==> config.mk <==
export PLATFORM = sky130hd
export DESIGN_NAME = seq_mult_sa
export DESIGN_NICKNAME = d
export VERILOG_FILES = /design/src/rtl/seq_mult_sa.sv
export SDC_FILE = /design/constraint.sdc
export NUM_CORES = 1
export LEC_CHECK = 0
export CAP_MARGIN = 15
export CORE_MARGIN = 5
export CORE_UTILIZATION = 52
export DETAILED_ROUTE_END_ITERATION = 12
export GPL_ROUTABILITY_DRIVEN = 0
export PLACE_DENSITY = 0.77
export SETUP_SLACK_MARGIN = 0.05
export SLEW_MARGIN = 0
export SYNTH_ARGS = -nofsm -noshare
export SYNTH_HDL_FRONTEND = slang
export SYNTH_SLANG_ARGS = --single-unit
==> constraint.sdc <==
create_clock -name clk -period 3.3 [get_ports clk]
set_input_delay 0.33 -clock clk [delete_from_list [all_inputs] [get_ports clk]]
set_output_delay 0.33 -clock clk [all_outputs]
set_load 0.02 [all_outputs]
==> src/rtl/seq_mult_sa.sv <==
// seq_mult_sa: sequential shift-add multiplier with valid/ready handshakes.
//
// It computes one partial product per clock, LSB of the multiplier first.
// Each transaction can be signed (two's complement) or unsigned.
// The full 2*WIDTH-bit product is ready WIDTH cycles after the operands are
// accepted, independent of the data.
//
// Ports:
//   clk          rising-edge clock
//   rst_n        asynchronous active-low reset
//   in_valid     operands/mode valid
//   in_ready     block can accept operands (high only in IDLE)
//   a, b         multiplicand / multiplier, WIDTH bits
//   signed_mode  1 = two's-complement operands, 0 = unsigned (sampled at accept)
//   out_valid    product valid
//   out_ready    consumer accepts product
//   p            2*WIDTH-bit product, held until the next result loads
//   busy         high while a transaction is in CALC or DONE
module seq_mult_sa #(
    parameter int WIDTH = 8
) (
    input  logic                 clk,
    input  logic                 rst_n,
    input  logic                 in_valid,
    output logic                 in_ready,
    input  logic [WIDTH-1:0]     a,
    input  logic [WIDTH-1:0]     b,
    input  logic                 signed_mode,
    output logic                 out_valid,
    input  logic                 out_ready,
    output logic [2*WIDTH-1:0]   p,
    output logic                 busy
);

    localparam int PW = 2 * WIDTH;
    localparam int CW = $clog2(WIDTH) + 1;
    localparam logic [CW-1:0] LAST_BIT = CW'(WIDTH - 1);
    localparam logic [CW-1:0] CNT_ONE  = CW'(1);

    typedef enum logic [1:0] {
        IDLE,
        CALC,
        DONE
    } state_t;

    state_t            state;
    logic [WIDTH-1:0]  mag_a;
    logic [WIDTH-1:0]  mag_b;
    logic              neg;
    logic [PW-1:0]     acc;
    logic [CW-1:0]     cnt;

    logic [WIDTH-1:0]  abs_a;
    logic [WIDTH-1:0]  abs_b;
    logic [PW-1:0]     addend;
    logic [PW-1:0]     sum;

    // Operand magnitudes and the running sum for the current multiplier bit.
    // The most-negative operand negates to 2^(WIDTH-1). That value still
    // fits in an unsigned WIDTH-bit magnitude, so the plain negation is safe.
    // The partial product is widened before shifting so that no high bits
    // are lost.
    always_comb begin
        abs_a = a;
        abs_b = b;
        if (signed_mode && a[WIDTH-1]) begin
            abs_a = -a;
        end
        if (signed_mode && b[WIDTH-1]) begin
            abs_b = -b;
        end
        addend = '0;
        if (mag_b[0]) begin
            addend = {{WIDTH{1'b0}}, mag_a} << cnt;
        end
        sum = acc + addend;
    end

    // Control FSM and datapath registers.
    // The edge that handles the last multiplier bit writes the sign-corrected
    // final sum straight into p, which removes the need for an extra fix-up
    // cycle. p is only written on that edge, so it keeps the last result
    // after the output handshake completes.
    always_ff @(posedge clk or negedge rst_n) begin
        if (!rst_n) begin
            state     <= IDLE;
            mag_a     <= '0;
            mag_b     <= '0;
            neg       <= 1'b0;
            acc       <= '0;
            cnt       <= '0;
            p         <= '0;
            out_valid <= 1'b0;
        end else begin
            case (state)
                IDLE: begin
                    if (in_valid) begin
                        mag_a <= abs_a;
                        mag_b <= abs_b;
                        neg   <= signed_mode & (a[WIDTH-1] ^ b[WIDTH-1]);
                        acc   <= '0;
                        cnt   <= '0;
                        state <= CALC;
                    end
                end
                CALC: begin
                    acc   <= sum;
                    mag_b <= mag_b >> 1;
                    cnt   <= cnt + CNT_ONE;
                    if (cnt == LAST_BIT) begin
                        p         <= neg ? -sum : sum;
                        out_valid <= 1'b1;
                        state     <= DONE;
                    end
                end
                DONE: begin
                    if (out_ready) begin
                        out_valid <= 1'b0;
                        state     <= IDLE;
                    end
                end
                default: begin
                    state <= IDLE;
                end
            endcase
        end
    end

    assign in_ready = (state == IDLE);
    assign busy     = (state != IDLE);

endmodule

; ---- Yosys cells after proc, flatten, opt, wreduce, memory -nomap -nowiden
; Index checks and enable logic that the tools add are counted.
[classes]
eq_ne = 6
addsub = 5
n_mux = 17
n_shift = 1
bitwise_logic = 2
n_reduce_logical = 11
[ops]
columns = op, n
row1 = two-way mux 16 bit, 3
row2 = case mux 16 bit (2 select lines), 1
row3 = two-way mux 8 bit, 3
row4 = adder 16 bit, 1
row5 = negation 16 bit, 1
row6 = negation 8 bit, 2
row7 = case mux 8 bit (2 select lines), 1
row8 = << shifter 8 x 4 -> 16 bit, 1
row9 = case mux 4 bit (2 select lines), 1
row10 = two-way mux 2 bit, 3
row11 = != test 2 bit (second input constant), 3
row12 = case mux 2 bit (3 select lines), 1
row13 = AND reduction 2 bit, 3
row14 = AND reduction 3 bit, 2
row15 = nonzero test 2 bit, 3
row16 = adder 4 x 1 -> 4 bit (second input constant), 1
row17 = == test 4 x 3 -> 1 bit (second input constant), 1
row18 = two-way mux 4 bit, 1
row19 = == test 2 x 1 -> 1 bit (second input constant), 1
row20 = == test 2 bit (second input constant), 1
row21 = logical AND 1 bit, 2
row22 = zero test 2 bit, 1
row23 = two-way mux 1 bit, 2
row24 = case mux 1 bit (2 select lines), 1
row25 = other kinds (2), 2
[totals]
ff_bits = 56
wordCells = 50
input_bits = 21

; ---- Longest topological paths before layout
[depth]
word_depth = 5
mapped_depth = 18

; ---- Worst setup path after synthesis
; OpenSTA, ideal clock, no wires.
[synth_timing]
path_kind = register to register
startpoint = register cnt[0]
endpoint = register p[14]
required_ns = 3.170
setup_slack_ns = -0.189
path_stages_with_launch = 18
arrival_ns = 3.359
n_path_buf = 1
path_cell_list = dfrtp_1 buf_2 mux2_2 nand2_1 o21ai_0 mux2i_1 o22ai_1 and2_1 ha_1 and2_1 and3_1 a221oi_2 and2b_1 xnor2_2 o41ai_4 o21ai_1 xor2_1 o21ai_1
[synth_via]
elab_chain_cells = 5
elab_cells_between_ends = 7
classes_between = 2 x add/sub / 1 x eq/ne / 1 x shift / 2 x mux / 1 x reduce/logical
[synth_lines]
columns = item, line
row1 = from (decl), 51  ; logic [CW-1:0] cnt;
row2 = from (signal assigned), 109  ; cnt <= cnt + CNT_ONE;
row3 = << shifter 8 x 4 -> 16 bit, 74  ; addend = {{WIDTH{1'b0}}, mag_a} << cnt;
row4 = two-way mux 16 bit, 73  ; if (mag_b[0]) begin
row5 = adder 16 bit, 76  ; sum = acc + addend;
row6 = negation 16 bit, 111  ; p <= neg ? -sum : sum;
row7 = two-way mux 16 bit, 111
row8 = to (signal assigned), 111
row9 = to (decl), 31  ; output logic [2*WIDTH-1:0] p,
; Parallel ways exist; a longest one is shown, timed or not.
; A chain may end at the register's enable or synchronous reset.

; ---- Final worst setup path
; Same ends and word-level chain as after synthesis.

==> flow_summary.json <==
{
  "run_status": "finished, violations left",
  "failed_checks": "negative setup slack",
  "setup.reg_to_reg.worst_slack_ns": -0.47,
  "layout-drive-gt1-share": 0.258,
  "period_share": 1.14,
  "number_of_nets_still_failing_antenna_checks_after_routing": 0,
  "commonest_register_cell_after_synthesis": "dfrtp_1",
  "post-place-ws_ns": -0.305,
  "report.final.setup_viol": 11,
  "cell_with_the_most_instances_after_synthesis": "nand2_1",
  "initial_utilization": 0.538,
  "detail_route.drc_violations": 0,
  "post_synth_instance_area_um2": 3920,
  "worstRegToRegCells": 17,
  "share_seq_of_total_power": 0.202,
  "hold_path.class": "primary input to async pin",
  "rr_endpoint": "p[14]$_DFFE_PN0P_",
  "finalCriticalPeriod_ns": 3.77,
  "timing.critical_path.arrival_ns": 4.00,
  "die_h_um": 96.8,
  "timing.critical_path.buf_inv": 2,
  "cpMaxStageDelayCell": "dfrtp_2",
  "comb_power_share": 0.720,
  "synth.ff_latch_count": 56,
  "die_area_um2": 9380,
  "intPower_mw": 3.37,
  "core_um2": 7290,
  "ios": 40,
  "final-max-slew-violation-count": 0,
  "crit_fanout": 5,
  "via_count_of_the_first_global_routing_pass": 3763,
  "ctsHtreeMaxLevel": 2,
  "skew_ns": 0.00876,
  "clk_pin_slew_worst_paths_ns": 0.11,
  "cellLeakagePower_nw": 2.41,
  "ys_top_cells_by_count": "nand2_1, dfrtp_1, o21ai_0, nand3_1, nor2_1",
  "drt_iter0_markers": 171,
  "total_area_of_multi_input_combinational_cells_um2": 2670,
  "placement_rows": 31,
  "power.share.clock": 0.078,
  "cpPeakStageDelay_ns": 0.45,
  "grt_antenna_before_repair": 0,
  "finalHoldViolCount": 0,
  "number_of_enable_type_register_cells_in_the_synthesized_netlist": 0,
  "endpoint_kind": "flip-flop",
  "grt_usage": 0.214,
  "power.density_cell_area_nw_per_um2": 1120,
  "first_pass_iters": 6,
  "cap_viol_max_count": 0,
  "synthTopCellsByArea": "dfrtp_1, nand2_1, o21ai_0",
  "fillerInstances": 536,
  "synth_top_cell_by_area": "dfrtp_1",
  "finish.net_count": 610,
  "area_growth_pct": 37.2,
  "ys_warn_count": 0,
  "critical-path-top-delay-family": "compound AO/OA/AOI/OAI gates",
  "layout.cell_area.non_filler_um2": 5380,
  "antenna-diode-count": 0,
  "grt_overflow_total": 0,
  "cp_num_cells": 17,
  "wl_per_cell_um": 16.3,
  "post-route-worst-setup-slack_ns": -0.473,
  "avgViaCountPerCell": 5.72,
  "yosys.cell_types.count": 55,
  "cts_root_buf": "clkbuf_8",
  "ys_async_sr_fraction": 1.00,
  "grt_most_used_layer": "met2",
  "cts_tree": "done",
  "grt_first_pass_wirelength_mm": 17.0,
  "io_buffer_count": 39,
  "totalNegativeSetupSlack_ns": -2.46,
  "clock_sinks": 56,
  "critical_path_required_ns": 3.52,
  "post-synth-top-area-fraction": 0.357,
  "list_of_cells_traversed_by_the_critical_path": "buf_4, clkbuf_16, mux2_4, nor2_1, a21oi_1, a21oi_2, nor2_1, ha_1, a21oi_2, o21ai_2, nor3_2, a21o_1, xnor2_2, o41ai_4, o21ai_1, xor2_1, o21ai_1",
  "cts_inserted_buffers": 5,
  "placedInstanceArea_um2": 4840,
  "grt_setup_unrepaired": "true",
  "worst_pin_slew_ns": 1.01,
  "global_route.usage.met3": 0.0475,
  "power.share.switching": 0.443,
  "groute.layer.met2.usage": 0.375,
  "synthesis.nets": 508,
  "vias": 3830,
  "max_freq_ghz": 0.265,
  "max-slew-margin-rel": 0.323,
  "sequential_to_total_area_share_from_yosys_stat": 0.357,
  "worstSkewPairLatency_ns": 0.32,
  "grt_max_degree": 41,
  "regToRegStartpoint": "cnt[0]$_DFFE_PN0P_",
  "die_w_um": 96.8,
  "synth.avg_cell_area_um2": 8.39,
  "critPathKind": "flip-flop to flip-flop",
  "p_sw_mw": 2.68,
  "gr-usage-met1": 0.256,
  "post-dp-hpwl_mm": 7.41,
  "timing.critical_path.from_type": "flip-flop",
  "irDropWorstVdd_mv": 0.500,
  "ctsLongestPathBuffers": 2,
  "seqCellArea_um2": 1400,
  "drt-total-wl_mm": 10.9,
  "syn-instance-count": 467
}
-- power groups by stage --
| stage | Combinational (mW) | Clock [mW] | Sequential, mW |
|---|---|---|---|
| 3_3_place_gp | 3.40 | 0 | 1.19 |
| 4_1_cts | 3.82 | 0.474 | 1.20 |
| 2_1_floorplan | 2.07 | 0 | 1.26 |
| 3_5_place_dp | 3.52 | 0 | 1.21 |
| 5_1_grt | 4.69 | 0.499 | 1.26 |
| 6_report | 4.35 | 0.471 | 1.22 |
-- per-layer routing --
metal  vias up  share of wire
met2       150           0.52
met3        34          0.061
met5         -              0
met4         0          0.024
met1      1796           0.40
li1       1850              -
-- metrics by stage --
stage / utilization / total power [mW] / instances / hold WS (ns)
6_report: 0.738 / 6.05 / 669 / 0.0248
2_1_floorplan: - / 3.33 / 467 / 0.0344
3_5_place_dp: 0.664 / 4.72 / 642 / 0.389
3_3_place_gp: 0.664 / 4.59 / 642 / 0.385
4_1_cts: 0.702 / 5.50 / 657 / 0.0413
5_1_grt: 0.738 / 6.45 / 669 / 0.0720
-- cell type report --
type                       count  area share
clock buffer                   6      0.0135
clock inverter                 2     0.00721
inverter                      17      0.0119
multi-input combinational    371       0.495
sequential                    56       0.261
tap                           99      0.0230
timing repair buffer         118       0.188
-- state kept, by name (all words and copies together), names as in the netlist --
signal / flops
acc: 16
cnt: 4
mag_a: 8
mag_b: 8
neg: 1
out_valid: 1
p: 16
state: 2
-- repair_timing --
item / CTS / global route
resized for setup: 24 / 33
setup endpoints to repair: 10 / 15
cloned: 0 / 1
pin swaps: 10 / 27
hold endpoints to repair: 0 / 0
hold buffers: 0 / 0
buffers inserted: 7 / 11
-- kinds of logic after synthesis --
family,after synthesis,share of synthesized area
compound gates,118,0.192
xor+xnor,35,0.0839
fa+ha+maj,20,0.0658
buf+inv,40,0.0389
flops,56,0.357
mux,15,0.0396
simple gates,183,0.222
-- worst max-delay path by stage --
stage / from / to / slack, ns
2_1_floorplan: cnt[0]$_DFFE_PN0P_ / p[14]$_DFFE_PN0P_ / 0.009
3_3_place_gp: cnt[0]$_DFFE_PN0P_ / p[15]$_DFFE_PN0P_ / -0.17
3_5_place_dp: cnt[0]$_DFFE_PN0P_ / p[14]$_DFFE_PN0P_ / -0.31
4_1_cts: cnt[0]$_DFFE_PN0P_ / p[15]$_DFFE_PN0P_ / -0.19
5_1_grt: cnt[0]$_DFFE_PN0P_ / p[14]$_DFFE_PN0P_ / -0.59
6_report: cnt[0]$_DFFE_PN0P_ / p[14]$_DFFE_PN0P_ / -0.47
-- placed cells by master, fill, tap and decap left out, drive strengths merged, types with 2 or more instances in the layout --
cell | netlist | layout
clkbuf | 20 | 7
clkdlybuf4s50 | 0 | 38
nand2 | 67 | 67
dfrtp | 56 | 56
a22oi | 10 | 10
o2111ai | 2 | 2
buf | 3 | 79
o31ai | 4 | 4
inv | 17 | 18
o21ai | 56 | 56
a31oi | 5 | 5
mux2 | 4 | 4
a211oi | 4 | 4
nor4 | 2 | 2
ha | 19 | 19
nand2b | 6 | 6
xnor2 | 23 | 23
or3 | 6 | 6
nor2b | 7 | 7
nor2 | 28 | 28
xor2 | 12 | 12
a21o | 6 | 6
nor3 | 10 | 10
or2 | 2 | 2
a21oi | 18 | 18
a21boi | 2 | 2
nand4 | 3 | 3
mux2i | 11 | 11
and2 | 10 | 10
nand3 | 34 | 34
and3 | 2 | 2
o22ai | 4 | 4
Power figures use the tool's default switching activity.
==> variant 1 (same settings) <==
Reset style: synchronous (`rst_n`), changed in one clocked block. Comments in the files are not updated.
--- a/src/rtl/seq_mult_sa.sv
+++ b/src/rtl/seq_mult_sa.sv
@@ -83,3 +83,3 @@
     // after the output handshake completes.
-    always_ff @(posedge clk or negedge rst_n) begin
+    always_ff @(posedge clk) begin
         if (!rst_n) begin
Behaviour: differs if rst_n is asserted again (counterexample within 4 cycles, from zero or initial values and one cycle with rst_n low); with rst_n held inactive, the same outputs for 4 cycles.
==> variant 1 against the unedited design <==
The flow still finishes with violations (negative setup slack); sequential cell count unchanged; final area up 7.1%; via count up 21%; synthesized area down 2.0%; routed wire length up 32%; setup slack worse by 0.064 ns; count of clock-buffer cells in the layout down 1; worst hold slack better by 0.43 ns; utilization up 6.1 points; largest cell class unchanged; highest routed layer unchanged.
Power is left out: it rests on default switching activity, and per cell area and clock period it moved more than threefold.
==> variant 1: results (changes against the unedited design) <==
[cells_and_area]
diodes=0  ; unchanged
layout-drive-gt1-share_pct=31.5  ; was 25.8%
stdcell_count=722  ; was 669
fin_nets=664  ; was 610
reg_top3=acc (16), p (16)  ; unchanged

[hold_path]
min_path_type=reg -> reg  ; was in -> async
hold_start=p[2]
hold_path_depth=2

[logic_synthesis]
syn_nets=538  ; was 508
synthFlopType=dfxtp_1  ; was dfrtp_1
ys_seq_area_share_pct=29.2  ; was 35.7%
synth.distinct_cells=60  ; was 55
avgSynthCellArea_sq_um=7.73  ; was 8.39 sq um
synth_area_leaders=dfxtp_1 (29%), ha_1 (6.2%), nor2_1 (5.9%), nand2_1 (5.6%), a21oi_1 (4.9%)  ; was dfrtp_1 (36%), nand2_1 (6.4%), o21ai_0 (6.4%), ha_1 (6.1%), xnor2_1 (4.7%)
ys_async_sr_fraction_pct=0  ; was 100%
synth_common_cells=nor2_1 (60), nand2_1 (57), dfxtp_1 (56)  ; was nand2_1 (67), dfrtp_1 (56), o21ai_0 (50)

[detailed_routing]
via_per_inst=6.43  ; was 5.72
firstDrtPassIters=7  ; was 6
drtIter0Drc=431  ; was 171
wl_per_cell_um=19.9  ; was 16.3 um

[clocking]
cts_max_level=2  ; unchanged
clkTransAtPathRegs_ns=0.11  ; about the same
numCtsBuffers=5  ; unchanged

[global_routing]
grt_max_degree=52  ; was 41
grt_util_all_layers_pct=26.5  ; was 21.4%
grt_pass1_vias=4210  ; was 3763
grt_pass1_wl_mm=19.3  ; was 17.0 mm
antenna_found_initial=0  ; unchanged

[placement]
dpl-instance-area_sq_um=4910  ; was 4840 sq um
dp_slack_ns=-0.361  ; was -0.305 ns
dp_hpwl_mm=7.85  ; was 7.41 mm
io_buffers=39  ; unchanged
dp.cells=686  ; was 642

[timing]
setup_tns_ns=-3.41  ; was -2.46 ns
worstMarginPinSlew_ns=0.982  ; was 1.01 ns
setup_ws_ns=-0.538  ; was -0.473 ns
fin_skew_ns=0.0141  ; was 0.00876 ns
setup_viol=11  ; unchanged

[setup_path]
setup.worst_path.start=cnt[1]  ; was cnt[0]
cp_max_fo=6  ; was 5
end_kind=flip-flop  ; unchanged
cp_slowest_cell=or4_4  ; was dfrtp_2
crit-reg2reg-capture=p[15]  ; was p[14]
worstPathArrival_ns=4.06  ; was 4.00 ns
reg2regPathDepth=18  ; was 17
worst_path_largest_cell_delay_ns=0.59  ; was 0.45 ns

[run_status]
violations=negative setup slack  ; unchanged
status=finished, violations left  ; unchanged

[variant 1: cell types whose count changed after synthesis, sizes merged, moves of 12 or more]
cell	delta
dfrtp	-56
dfxtp	+56
nor2	+32
o21ai	-32
a21oi	+21
a211oi	+12
nand3	-12
[variant 1: timing repair]
item	4_1_cts	5_1_grt
setup buffers	21	9
endpoints found under the setup margin	12	15
hold buffers	0	0
resized for setup	54	48
pin swaps	39	42
endpoints found under the hold margin	0	0
[variant 1: area by class of cell]
| type | count | area [sq um] |
|---|---|---|
| clock inverter | 2 | 60.1 |
| sequential | 56 | 1130 |
| clock buffer | 5 | 68.8 |
| tap | 99 | 124 |
| fill | 430 | 1450 |
| inverter | 15 | 60.1 |
| timing repair buffer | 145 | 1230 |
| multi-input combinational | 400 | 3090 |
[variant 1: how the worst min path moves through the flow]
| stage | to | slack (ns) |
|---|---|---|
| floorplan | mag_b[2] | 0.43 |
| global placement | p[2] | 0.44 |
| detailed placement | p[2] | 0.44 |
| CTS | p[2] | 0.46 |
| global route | p[0] | 0.48 |
| finish | p[2] | 0.45 |
[variant 1: cell families (layout without fill, tap and decap cells)]
| family | Yosys count | in the layout | share of synthesized area, % |
|---|---|---|---|
| AO/OA/AOI/OAI | 134 | 134 | 23.5 |
| XOR/XNOR | 35 | 35 | 7.98 |
| adder cells (fa/ha/maj) | 20 | 20 | 6.71 |
| buffers and inverters | 41 | 167 | 4.01 |
| flip-flops | 56 | 56 | 29.2 |
| multiplexers | 14 | 14 | 4.43 |
| AND/OR/NAND/NOR | 197 | 197 | 24.2 |
[variant 1: metal layers]
layer,global-route usage [%],vias up,share of wire (%)
met3,3.83,99,8.4
met1,29.4,2191,36
li1,-,2038,-
met5,0,-,0
met2,49.7,312,50
met4,11.4,0,6.0
==> variant 2 (same flow settings) <==
Without the edit above. The parameter `WIDTH` goes from 8 to 16.
--- a/src/rtl/seq_mult_sa.sv
+++ b/src/rtl/seq_mult_sa.sv
@@ -19,3 +19,3 @@
 module seq_mult_sa #(
-    parameter int WIDTH = 8
+    parameter int WIDTH = 16
 ) (
Ports: changed (resized a, b and p); port bits go from 40 to 72. The function was not compared with the original's and may differ.
==> variant 2 against the unedited design <==
The flow still finishes with violations (negative setup slack); final area is 150% higher; synthesized area up 110%; critical path type unchanged; cell count up 130%; combinational power increased to 2.7 times the old value; sequential cell count up 49; setup slack got worse by 1.2 ns; routed wire length grew to 3.4 times the old value; largest power group unchanged; critical path depth is 5 higher; total power rose to 2.5 times the old value; sequential power increased by 93%.
==> variant 2: results (changes against the unedited design) <==
[cells_and_area]
fin_nets=1408  ; was 610
fill_cells=829  ; was 536
layout-drive-gt1-share_pct=41.0  ; was 25.8%
diodes=0  ; unchanged
reg_top3=acc (32), p (32)  ; was acc (16), p (16)

[power_and_ir_drop]
ir_worst_vdd_mv=0.509  ; was 0.500 mV

[detailed_routing]
via_per_inst=6.76  ; was 5.72
firstDrtPassIters=8  ; was 6

[clocking]
root_buffer=clkbuf_16  ; was clkbuf_8
cts_max_level=3  ; was 2
clk_latency_ns=0.39  ; was 0.32 ns
numCtsBuffers=9  ; was 5
clkTransAtPathRegs_ns=0.08  ; was 0.11 ns

[setup_path]
worst_path_largest_cell_delay_ns=0.61  ; was 0.45 ns
cp_max_fo=8  ; was 5
worstPathArrival_ns=5.33  ; was 4.00 ns
cp_slowest_cell=nor2_1  ; was dfrtp_2
path_delay_family=simple AND/OR/NAND/NOR gates  ; was compound AO/OA/AOI/OAI gates

[global_routing]
met1_usage_pct=39.0  ; was 25.6%
grt_max_degree=65  ; was 41
grt_pass1_vias=9614  ; was 3763
antenna_found_initial=1  ; was 0
grt_util_all_layers_pct=33.4  ; was 21.4%

[placement]
dp_slack_ns=-1.23  ; was -0.305 ns
dp_hpwl_mm=20.0  ; was 7.41 mm
dp.cells=1481  ; was 642
io_buffers=71  ; was 39

[logic_synthesis]
synth_area_leaders=dfrtp_1 (32%), o21ai_0 (7.7%), nand2_1 (7.4%), ha_1 (5.4%), xor2_1 (4.2%)  ; was dfrtp_1 (36%), nand2_1 (6.4%), o21ai_0 (6.4%), ha_1 (6.1%), xnor2_1 (4.7%)
synth.distinct_cells=77  ; was 55
avgSynthCellArea_sq_um=8.03  ; was 8.39 sq um
ys_seq_area_share_pct=31.6  ; was 35.7%
synth_common_cells=nand2_1 (164), o21ai_0 (127), dfrtp_1 (105)  ; was nand2_1 (67), dfrtp_1 (56), o21ai_0 (50)
syn_nets=1109  ; was 508

[timing]
setup_ws_ns=-1.71  ; was -0.473 ns
max_slew_margin_pct=49.0  ; was 32.3%
setup_viol=49  ; was 11
fin_skew_ns=0.0160  ; was 0.00876 ns

[run_status]
status=finished, violations left  ; unchanged
violations=negative setup slack  ; unchanged

==> variant 2: cell types whose count changed after synthesis, sizes merged, moves of 13 or more <==
cell	change
o21ai	+78
mux2i	+16
nand2	+98
a21oi	+34
xor2	+28
xnor2	+13
clkbuf	+31
ha	+17
a211oi	+14
dfrtp	+49
nor2	+44
==> variant 2: kinds of logic (layout without fill, tap and decap cells) <==
group | Yosys count | in the layout | share of synthesized area (%)
simple gates | 377 | 377 | 21.1
compound gates | 323 | 323 | 25.1
flops | 105 | 105 | 31.6
buf+inv | 82 | 386 | 3.78
xor+xnor | 76 | 76 | 8.19
fa+ha+maj | 37 | 37 | 5.66
mux | 35 | 35 | 4.61
==> variant 2: metal layers <==
metal | vias up | part of all wire (%)
met1 | 4895 | 34
met4 | 4 | 10
met2 | 919 | 45
met3 | 355 | 11
li1 | 4343 | -
met5 | - | 0.19
==> variant 2: report_power, final <==
group | switching, mW | internal, mW | total [mW]
combinational | 6.38 | 5.38 | 11.8
clock | 0.561 | 0.595 | 1.16
sequential | 0.511 | 1.85 | 2.36
==> variant 2: layout make-up <==
type | instances | area (sq um) | share of cell area [%]
Clock buffer | 9 | 225 | 1.71
Clock inverter | 7 | 77.6 | 0.588
Inverter | 22 | 82.6 | 0.626
Multi-Input combinational cell | 848 | 6920 | 52.4
Sequential cell | 105 | 2630 | 19.9
Tap cell | 216 | 270 | 2.05
Timing Repair Buffer | 348 | 2990 | 22.7
==> variant 2: timing repair <==
item,CTS,global route
endpoints found under the hold margin,41,0
pin swaps,86,67
endpoints found under the setup margin,48,51
gates resized for setup,209,104
gates cloned,1,0
setup buffers,40,22
hold buffers,1,0
==> variant 2: stage by stage <==
| step | total power [mW] | setup TNS [ns] | area (sq um) |
|---|---|---|---|
| 6_report | 15.3 | -40.65 | 13200 |
| 5_1_grt | 15.8 | -43.80 | 13200 |
| 4_1_cts | 13.2 | -22.86 | 12500 |
| 3_5_place_dp | 10.5 | -32.08 | 11100 |
| 3_3_place_gp | 10.2 | -26.54 | 11100 |
| 2_1_floorplan | 7.00 | -15.05 | 8690 |
==> variant 2: final timing paths <==
path	startpoint	to	slack, ns	cells past startpoint
max	cnt[1]	p[31]	-1.71	22
min	rst_n	acc[0]	0.46	2
max reg2reg	cnt[1]	p[31]	-1.71	22
min reg2reg	mag_b[15]	mag_b[15]	0.49	2
max in group asynchronous	rst_n	acc[22]	2.07	3
min in group clk	mag_b[15]	mag_b[15]	0.49	2
